**src/rtl/alu_seq_pkg.sv**
```systemverilog
// Shared constants, state encoding and operand helpers for alu_op_sequencer.
// The shift helper is only referenced when ALU_SEQ_SHIFT_EN is defined.
package alu_seq_pkg;

  localparam int DATA_W = 16;
  localparam int NREG   = 8;
  localparam int ADDR_W = 3;

  typedef enum logic [2:0] {
    ST_WAIT      = 3'd0,
    ST_WRITE_IMM = 3'd1,
    ST_GET_A     = 3'd2,
    ST_GET_B     = 3'd3,
    ST_EXEC      = 3'd4,
    ST_WRITE     = 3'd5
  } state_t;

  localparam logic [1:0] OP_ADD = 2'b00;
  localparam logic [1:0] OP_SUB = 2'b01;
  localparam logic [1:0] OP_AND = 2'b10;
  localparam logic [1:0] OP_NOT = 2'b11;

  localparam logic CMD_MOVI = 1'b0;
  localparam logic CMD_ALU  = 1'b1;

  localparam logic [1:0] SH_NONE = 2'b00;
  localparam logic [1:0] SH_LSL1 = 2'b01;
  localparam logic [1:0] SH_LSR1 = 2'b10;
  localparam logic [1:0] SH_ASR1 = 2'b11;

  function automatic logic [DATA_W-1:0] sign_ext8(input logic [7:0] v);
    return {{(DATA_W-8){v[7]}}, v};
  endfunction

  function automatic logic [DATA_W-1:0] shift_b(input logic [DATA_W-1:0] v,
                                                input logic [1:0] sh);
    logic [DATA_W-1:0] r;
    case (sh)
      SH_LSL1: r = {v[DATA_W-2:0], 1'b0};
      SH_LSR1: r = {1'b0, v[DATA_W-1:1]};
      SH_ASR1: r = {v[DATA_W-1], v[DATA_W-1:1]};
      default: r = v;
    endcase
    return r;
  endfunction

endpackage

```
**src/rtl/ALU.sv**
```systemverilog
// Lab datapath ALU: ADD, SUB, AND, NOT B on 16-bit operands, with a zero flag.
module ALU (
  input  logic [15:0] Ain,
  input  logic [15:0] Bin,
  input  logic [1:0]  ALUop,
  output logic [15:0] out,
  output logic        Z
);

  always_comb begin
    out = 16'h0000;
    case (ALUop)
      2'b00:   out = Ain + Bin;
      2'b01:   out = Ain - Bin;
      2'b10:   out = Ain & Bin;
      default: out = ~Bin;
    endcase
  end

  assign Z = (out == 16'h0000);

endmodule

```
**src/rtl/regfile8x16.sv**
```systemverilog
// Eight 16-bit registers: one synchronous write port, combinational operand
// and debug read ports, cleared by synchronous reset.
module regfile8x16
  import alu_seq_pkg::*;
(
  input  logic              clk,
  input  logic              reset,
  input  logic              we,
  input  logic [ADDR_W-1:0] waddr,
  input  logic [DATA_W-1:0] wdata,
  input  logic [ADDR_W-1:0] raddr,
  output logic [DATA_W-1:0] rdata,
  input  logic [ADDR_W-1:0] dbg_addr,
  output logic [DATA_W-1:0] dbg_data
);

  logic [DATA_W-1:0] regs [NREG];

  always_ff @(posedge clk) begin
    if (reset) begin
      for (int i = 0; i < NREG; i++) regs[i] <= '0;
    end else if (we) begin
      regs[waddr] <= wdata;
    end
  end

  assign rdata    = regs[raddr];
  assign dbg_data = regs[dbg_addr];

endmodule

```
**src/rtl/alu_op_sequencer.sv**
```systemverilog
// Multi-cycle MOVI / ALU-op controller around the lab ALU and an 8x16 regfile.
// Define ALU_SEQ_SHIFT_EN to apply the latched shift to the B operand in GET_B.
module alu_op_sequencer
  import alu_seq_pkg::*;
(
  input  logic              clk,
  input  logic              reset,
  input  logic              s,
  input  logic              cmd,
  input  logic [1:0]        op,
  input  logic [ADDR_W-1:0] rn,
  input  logic [ADDR_W-1:0] rm,
  input  logic [ADDR_W-1:0] rd,
  input  logic [7:0]        imm8,
  input  logic [1:0]        shift,
  input  logic [ADDR_W-1:0] dbg_addr,
  output logic [DATA_W-1:0] dbg_data,
  output logic [DATA_W-1:0] result,
  output logic              Z_out,
  output logic              N_out,
  output logic              V_out,
  output logic              w
);

  state_t            state;
  logic [1:0]        op_q;
  logic [ADDR_W-1:0] rn_q, rm_q, rd_q;
  logic [7:0]        imm_q;
  logic [DATA_W-1:0] a_q, b_q, c_q;
  logic              z_q, n_q, v_q;

  logic [ADDR_W-1:0] rf_raddr;
  logic [DATA_W-1:0] rf_rdata;
  logic              rf_we;
  logic [DATA_W-1:0] rf_wdata;
  logic [DATA_W-1:0] alu_out;
  logic              alu_z;
  logic              alu_v;

`ifdef ALU_SEQ_SHIFT_EN
  logic [1:0] shift_q;

  always_ff @(posedge clk) begin
    if (reset) shift_q <= SH_NONE;
    else if (state == ST_WAIT && s) shift_q <= shift;
  end
`else
  logic unused_shift;
  assign unused_shift = ^shift;
`endif

  // The operand port serves GET_A and GET_B, so the address follows the state.
  assign rf_raddr = (state == ST_GET_A) ? rn_q : rm_q;
  assign rf_we    = (state == ST_WRITE_IMM) || (state == ST_WRITE);
  assign rf_wdata = (state == ST_WRITE_IMM) ? sign_ext8(imm_q) : c_q;

  regfile8x16 u_regfile (
    .clk      (clk),
    .reset    (reset),
    .we       (rf_we),
    .waddr    (rd_q),
    .wdata    (rf_wdata),
    .raddr    (rf_raddr),
    .rdata    (rf_rdata),
    .dbg_addr (dbg_addr),
    .dbg_data (dbg_data)
  );

  ALU u_alu (
    .Ain   (a_q),
    .Bin   (b_q),
    .ALUop (op_q),
    .out   (alu_out),
    .Z     (alu_z)
  );

  // Signed overflow: ADD when same-sign operands give a different-sign result,
  // SUB when differing-sign operands give a result whose sign differs from A.
  always_comb begin
    alu_v = 1'b0;
    case (op_q)
      OP_ADD: alu_v = (a_q[DATA_W-1] == b_q[DATA_W-1]) &&
                      (alu_out[DATA_W-1] != a_q[DATA_W-1]);
      OP_SUB: alu_v = (a_q[DATA_W-1] != b_q[DATA_W-1]) &&
                      (alu_out[DATA_W-1] != a_q[DATA_W-1]);
      default: alu_v = 1'b0;
    endcase
  end

  always_ff @(posedge clk) begin
    if (reset) begin
      state <= ST_WAIT;
      op_q  <= OP_ADD;
      rn_q  <= '0;
      rm_q  <= '0;
      rd_q  <= '0;
      imm_q <= '0;
      a_q   <= '0;
      b_q   <= '0;
      c_q   <= '0;
      z_q   <= 1'b0;
      n_q   <= 1'b0;
      v_q   <= 1'b0;
    end else begin
      case (state)
        ST_WAIT: begin
          if (s) begin
            op_q  <= op;
            rn_q  <= rn;
            rm_q  <= rm;
            rd_q  <= rd;
            imm_q <= imm8;
            state <= (cmd == CMD_MOVI) ? ST_WRITE_IMM : ST_GET_A;
          end
        end
        ST_WRITE_IMM: state <= ST_WAIT;
        ST_GET_A: begin
          a_q   <= rf_rdata;
          state <= ST_GET_B;
        end
        ST_GET_B: begin
`ifdef ALU_SEQ_SHIFT_EN
          b_q <= shift_b(rf_rdata, shift_q);
`else
          b_q <= rf_rdata;
`endif
          state <= ST_EXEC;
        end
        ST_EXEC: begin
          c_q   <= alu_out;
          z_q   <= alu_z;
          n_q   <= alu_out[DATA_W-1];
          v_q   <= alu_v;
          state <= ST_WRITE;
        end
        ST_WRITE: state <= ST_WAIT;
        default:  state <= ST_WAIT;
      endcase
    end
  end

  assign w      = (state == ST_WAIT);
  assign result = c_q;
  assign Z_out  = z_q;
  assign N_out  = n_q;
  assign V_out  = v_q;

endmodule
```
**config.mk**
```make
export PLATFORM = sky130hd
export DESIGN_NAME = alu_op_sequencer
export DESIGN_NICKNAME = d
export VERILOG_FILES = /design/src/rtl/alu_seq_pkg.sv /design/src/rtl/ALU.sv /design/src/rtl/regfile8x16.sv /design/src/rtl/alu_op_sequencer.sv
export SDC_FILE = /design/constraint.sdc
export NUM_CORES = 1
export LEC_CHECK = 0
export ABC_AREA = 1
export BUFFER_PORTS_ARGS = -buffer_cell sky130_fd_sc_hd__buf_2
export CAP_MARGIN = 20
export CORE_UTILIZATION = 62
export DETAILED_ROUTE_END_ITERATION = 12
export GPL_TIMING_DRIVEN = 0
export PLACE_DENSITY = 0.81
export SYNTH_ARGS = -nofsm -noshare
export SYNTH_HDL_FRONTEND = slang
export SYNTH_SLANG_ARGS = --single-unit
```
**constraint.sdc**
```tcl
create_clock -name clk -period 3.78 [get_ports clk]
set_input_delay 1.134 -clock clk [delete_from_list [all_inputs] [get_ports clk]]
set_output_delay 1.134 -clock clk [all_outputs]
set_load 0.02 [all_outputs]
```
Yosys cells after proc, flatten, opt, wreduce, memory -nomap -nowiden
Memory sizes are Yosys's and may differ from the RTL's.
Index checks and enable logic that the tools add are counted.

word-level totals
  flip-flop bits (word level) = 73
  RAM bits = 128
  input bits = 28
  output and inout port bits = 36
  word-level logic and storage cells = 51
  memories kept = 1

memory list
  memory          depth  width  read ports  clocked after Yosys merged registers in  wr ports  RTL line           text
  u_regfile.regs  8      16     2           0                                        8         regfile8x16.sv:17  logic [DATA_W-1:0] regs [NREG];

operators by class
  $add $sub $neg = 2
  equal/unequal tests = 11
  mux-type cells = 15
  bitwise operators = 2
  reductions and logical operators = 8

operators with widths
  operator                                             number
  one-hot mux 16 bit (3 select lines)                  1
  two-way mux 16 bit                                   2
  adder 16 bit                                         1
  bitwise AND 16 bit                                   1
  logical NOT 16 bit                                   1
  inverter 16 bit                                      1
  OR reduction 16 bit                                  1
  subtractor 16 bit                                    1
  one-hot mux 3 bit (4 select lines)                   1
  two-way mux 3 bit                                    3
  equality test 3 x 2 -> 1 bit, second input constant  2
  equality test 3 bit, second input constant           2
  two-way mux 1 bit                                    6
  equality test 3 x 1 -> 1 bit, second input constant  1
  logical NOT 3 bit                                    1
  equality test 2 x 1 -> 1 bit, second input constant  1
  equality test 2 bit, second input constant           1
  logical AND 1 bit                                    2
  logical NOT 2 bit                                    1
  two-way mux 2 bit                                    1
  inequality test 1 bit                                2
  inequality test 2 bit, second input constant         1
  one-hot mux 1 bit (2 select lines)                   1
  AND reduction 2 bit                                  1
  2 further kinds                                      2

Longest topological paths before layout
  depth in word-level cells = 7
  depth in mapped cells = 23
  gate-level depth less buffers = 23

Modules after synthesis
Synthesis repeated with hierarchy kept, for this count alone.

unflattened totals
  cell total of the unflattened synthesis = 1743
  area total of the unflattened synthesis = 12069.1 µm²

by module, submodules not included
  module            times used  cells an instance  area an instance (µm²)  seq. area each (µm²)
  regfile8x16       1           1032               7532.2                  3843.7
  alu_op_sequencer  1           387                2822.7                  1441.4
  ALU               1           324                1714.1                  0.0

Worst setup path before layout
Ideal clock, no wire load.

  kind = in2out
  start = in dbg_addr[1]
  end = out dbg_data[1]
  arrival time = 2264 ps
  data required time = 2646 ps
  slack = 382 ps
  cell stages on the path = 8
  path buffers = 2
  cells stage by stage = clkbuf_1 inv_1 clkbuf_1 a21oi_1 o21ai_0 nand2_1 nor2_1 a31oi_1

between the ends
  longest elaborated chain between the ends = 1

ends and longest elaborated chain
  element                   RTL line                text
  from (decl)               alu_op_sequencer.sv:16  input logic [ADDR_W-1:0] dbg_addr,
  memory read (8 x 16 bit)  --
  to (decl)                 alu_op_sequencer.sv:17  output logic [DATA_W-1:0] dbg_data,

No other way between the ends.

Final worst setup path
  start = in dbg_addr[0]
  end = out dbg_data[4]

Same word-level chain as after synthesis.

==> metrics.txt <==
Worst-Margin Slew 1.02 ns; port bufs 59; GRT Total Usage 38.9%; chip width 136 um; CTS tree built; Final Skew 0.0134 ns; final hold vios 0; Yosys warning total 0; Cell Int Power ~3.9 mW; Final Setup Violations 0; Initial Util 63.8%; die area 18500 um2; Mapped Cells 1435; Placeable Area 17400 um2; Synthesized Nets 1482; clk_lat worst skew approximately 0.45 ns; Antenna diodes 0; first-pass GRT wire length 53100 um; die height 136 um; syn_area_per_cell 7.74 um2; Post-Route WL ~35000 um; HP Class flip-flop to flip-flop; library cells used by synthesis 38; EDFF count, synth 128; CTS max path bufs 2; most frequent cells in the layout nor2_1 (274), nand2_1 (181), inv_1 (167), o21ai_0 (155), a21oi_1 (144); clock root cell clkbuf_16; sequential power share 41.5%; Worst slew margin 29.8%; fmax 265 MHz; I/O pins 64; RSZ-0062 raised after global routing false; async set-or-reset flop fraction in the synthesized netlist 0%; Final Power 6.01 mW; Layout Utilization 70.5%; highest-delay cell along the critical path clkbuf_1; Max Cap Violations 0; flops & latches, synth 200; setup TNS 0 ns; Nets 1560; min cycle time layout 3.78 ns; sw power approximately 2.1 mW; via/cell ratio between 6 and 7; switching share of power 35.7%; most used cell, CP buf_2; initial antenna violation count 0; DR pass1 iterations 7; Routed WL per cell 20.0 um; TritonCTS buffer count 17; DRC 0; Max VDD drop roughly 360 uV; cell chain of the critical path buf_2 -> inv_2 -> clkbuf_1 -> o21ai_0 -> nand2_1 -> nor2_1 -> a31oi_1 -> buf_2; Fin Hold WS between 0.4 and 0.5 ns; GP Congestion around 0.95; final slew viol count 0; CP max FO 10; most common cell after layout, fill and taps aside nor2_1; post-synthesis sequential area ratio between 40% and 50%; hold-fix buffer count after cts 0; DR vias ~11k; pin count of the biggest net entering global routing 20; Clock Sinks 200; mapped cell area between 10000 and 15000 um2; Worst Setup End Kind output pin; number of global-route vias before repair about 9.9k; DRT antenna net count 0; Max stage delay on crit path 0.47 ns; launching element type of the critical path input pin; Comb pwr share around 28%; Final WS setup 0.00223 ns; row count 48; WP data required 2.65 ns; drt initial violations 1771; Max H-tree Level 4; Layout area overhead 10.6%; leakage slightly above 5 nW; pwr/cell area 489 nW/um2; proportion of layout cells with a drive suffix above 1 8.98%; dominant synthesized flop cell edfxtp_1; critical path class input pin to output pin; pre-CTS WS -0.242 ns; crit share post-route 99.9%; Worst-path clk slew 0.08 ns; Clock Power Share 30.7%; detailed placement HPWL 25400 um; status complete, no violations; gr ovfl total 0; worst path arrival time 2.64 ns
==> routing by layer <==
| metal | global-route usage [%] | wire [um] |
|---|---|---|
| met3 | 8.80 | 4720 |
| met5 | 0 | 0 |
| met2 | 57.0 | 15100 |
| met1 | 53.9 | 13400 |
| met4 | 20.3 | 1780 |
==> cell usage after synthesis, types with 6 or more instances <==
library cell	n	area, um2
a31oi_1	30	188
inv_1	167	627
nand2_1	181	679
o221ai_1	32	280
o21ai_0	155	776
xor2_1	10	87.6
nor3_1	6	30.0
nand3b_1	6	45.0
nor2_1	274	1030
dfxtp_1	72	1440
buf_2	15	75.1
o21ai_1	47	235
edfxtp_1	128	3840
ha_1	18	225
a21oi_1	144	721
nand3_1	48	240
inv_2	6	22.5
clkbuf_1	53	199
==> power by group through the flow <==
stage	Clock [mW]	Sequential, mW	Combinational (mW)
final	1.84	2.49	1.67
after global routing	1.91	2.50	1.82
after CTS	1.82	2.49	1.61
after detailed placement	0	2.54	1.60
after global placement	0	2.54	1.57
after floorplan	0	2.52	1.12
==> cell type report <==
class | instances | area [um2]
Buffer | 81 | 383
Clock buffer | 21 | 483
Multi-Input combinational cell | 979 | 4800
Sequential cell | 200 | 5290
Timing Repair Buffer | 59 | 295
Inverter | 175 | 658
Clock inverter | 11 | 101
Fill cell | 1462 | 5130
Tap cell | 225 | 282
==> registers in the layout, indices dropped and copies added (netlist names) <==
| name | flops |
|---|---|
| imm_q | 8 |
| a_q | 16 |
| op_q | 2 |
| state | 3 |
| Z_out | 1 |
| result | 16 |
| u_regfile.regs | 128 |
| rd_q | 3 |
| rm_q | 3 |
| rn_q | 3 |
| b_q | 16 |
| V_out | 1 |
==> critical path, delay by kind of cell <==
family	cells	cell delay (ns)
buf+inv	4	0.94
compound gates	2	0.35
simple gates	2	0.20
==> worst paths after layout <==
| check | cells past startpoint | slack, ns | start | to |
|---|---|---|---|---|
| worst min register to register | 2 | 0.47 | imm_q[4] | imm_q[4] |
| worst max-delay path | 8 | 0.002 | dbg_addr[0] | dbg_data[4] |
| worst max register to register | 20 | 0.36 | op_q[1] | Z_out |
| worst min-delay path | 2 | 0.47 | imm_q[4] | imm_q[4] |
==> metrics by stage <==
stage | cell area [um2] | std cells
2_1_floorplan | 11100 | 1435
3_3_place_gp | 11700 | 1719
3_5_place_dp | 11700 | 1719
4_1_cts | 12300 | 1751
5_1_grt | 12300 | 1751
6_report | 12300 | 1751
==> cell families (layout without fill, tap and decap cells) <==
logic type / after synthesis / after routing / synth area share (%)
buffers and inverters: 256 / 347 / 9.24
muxes: 2 / 2 / 0.180
AOI/OAI and AO/OA: 419 / 419 / 20.8
adders and majority gates: 19 / 19 / 2.21
and+or+nand+nor: 524 / 524 / 18.8
DFF: 200 / 200 / 47.6
xor gates and xnor gates: 15 / 15 / 1.18
==> timing repair <==
action / CTS / global route
resized for setup: 9 / 6
buffers inserted: 0 / 0
gates cloned: 0 / 0
setup endpoints to repair: 15 / 16
No activity file was read; power rests on OpenSTA's default activity.
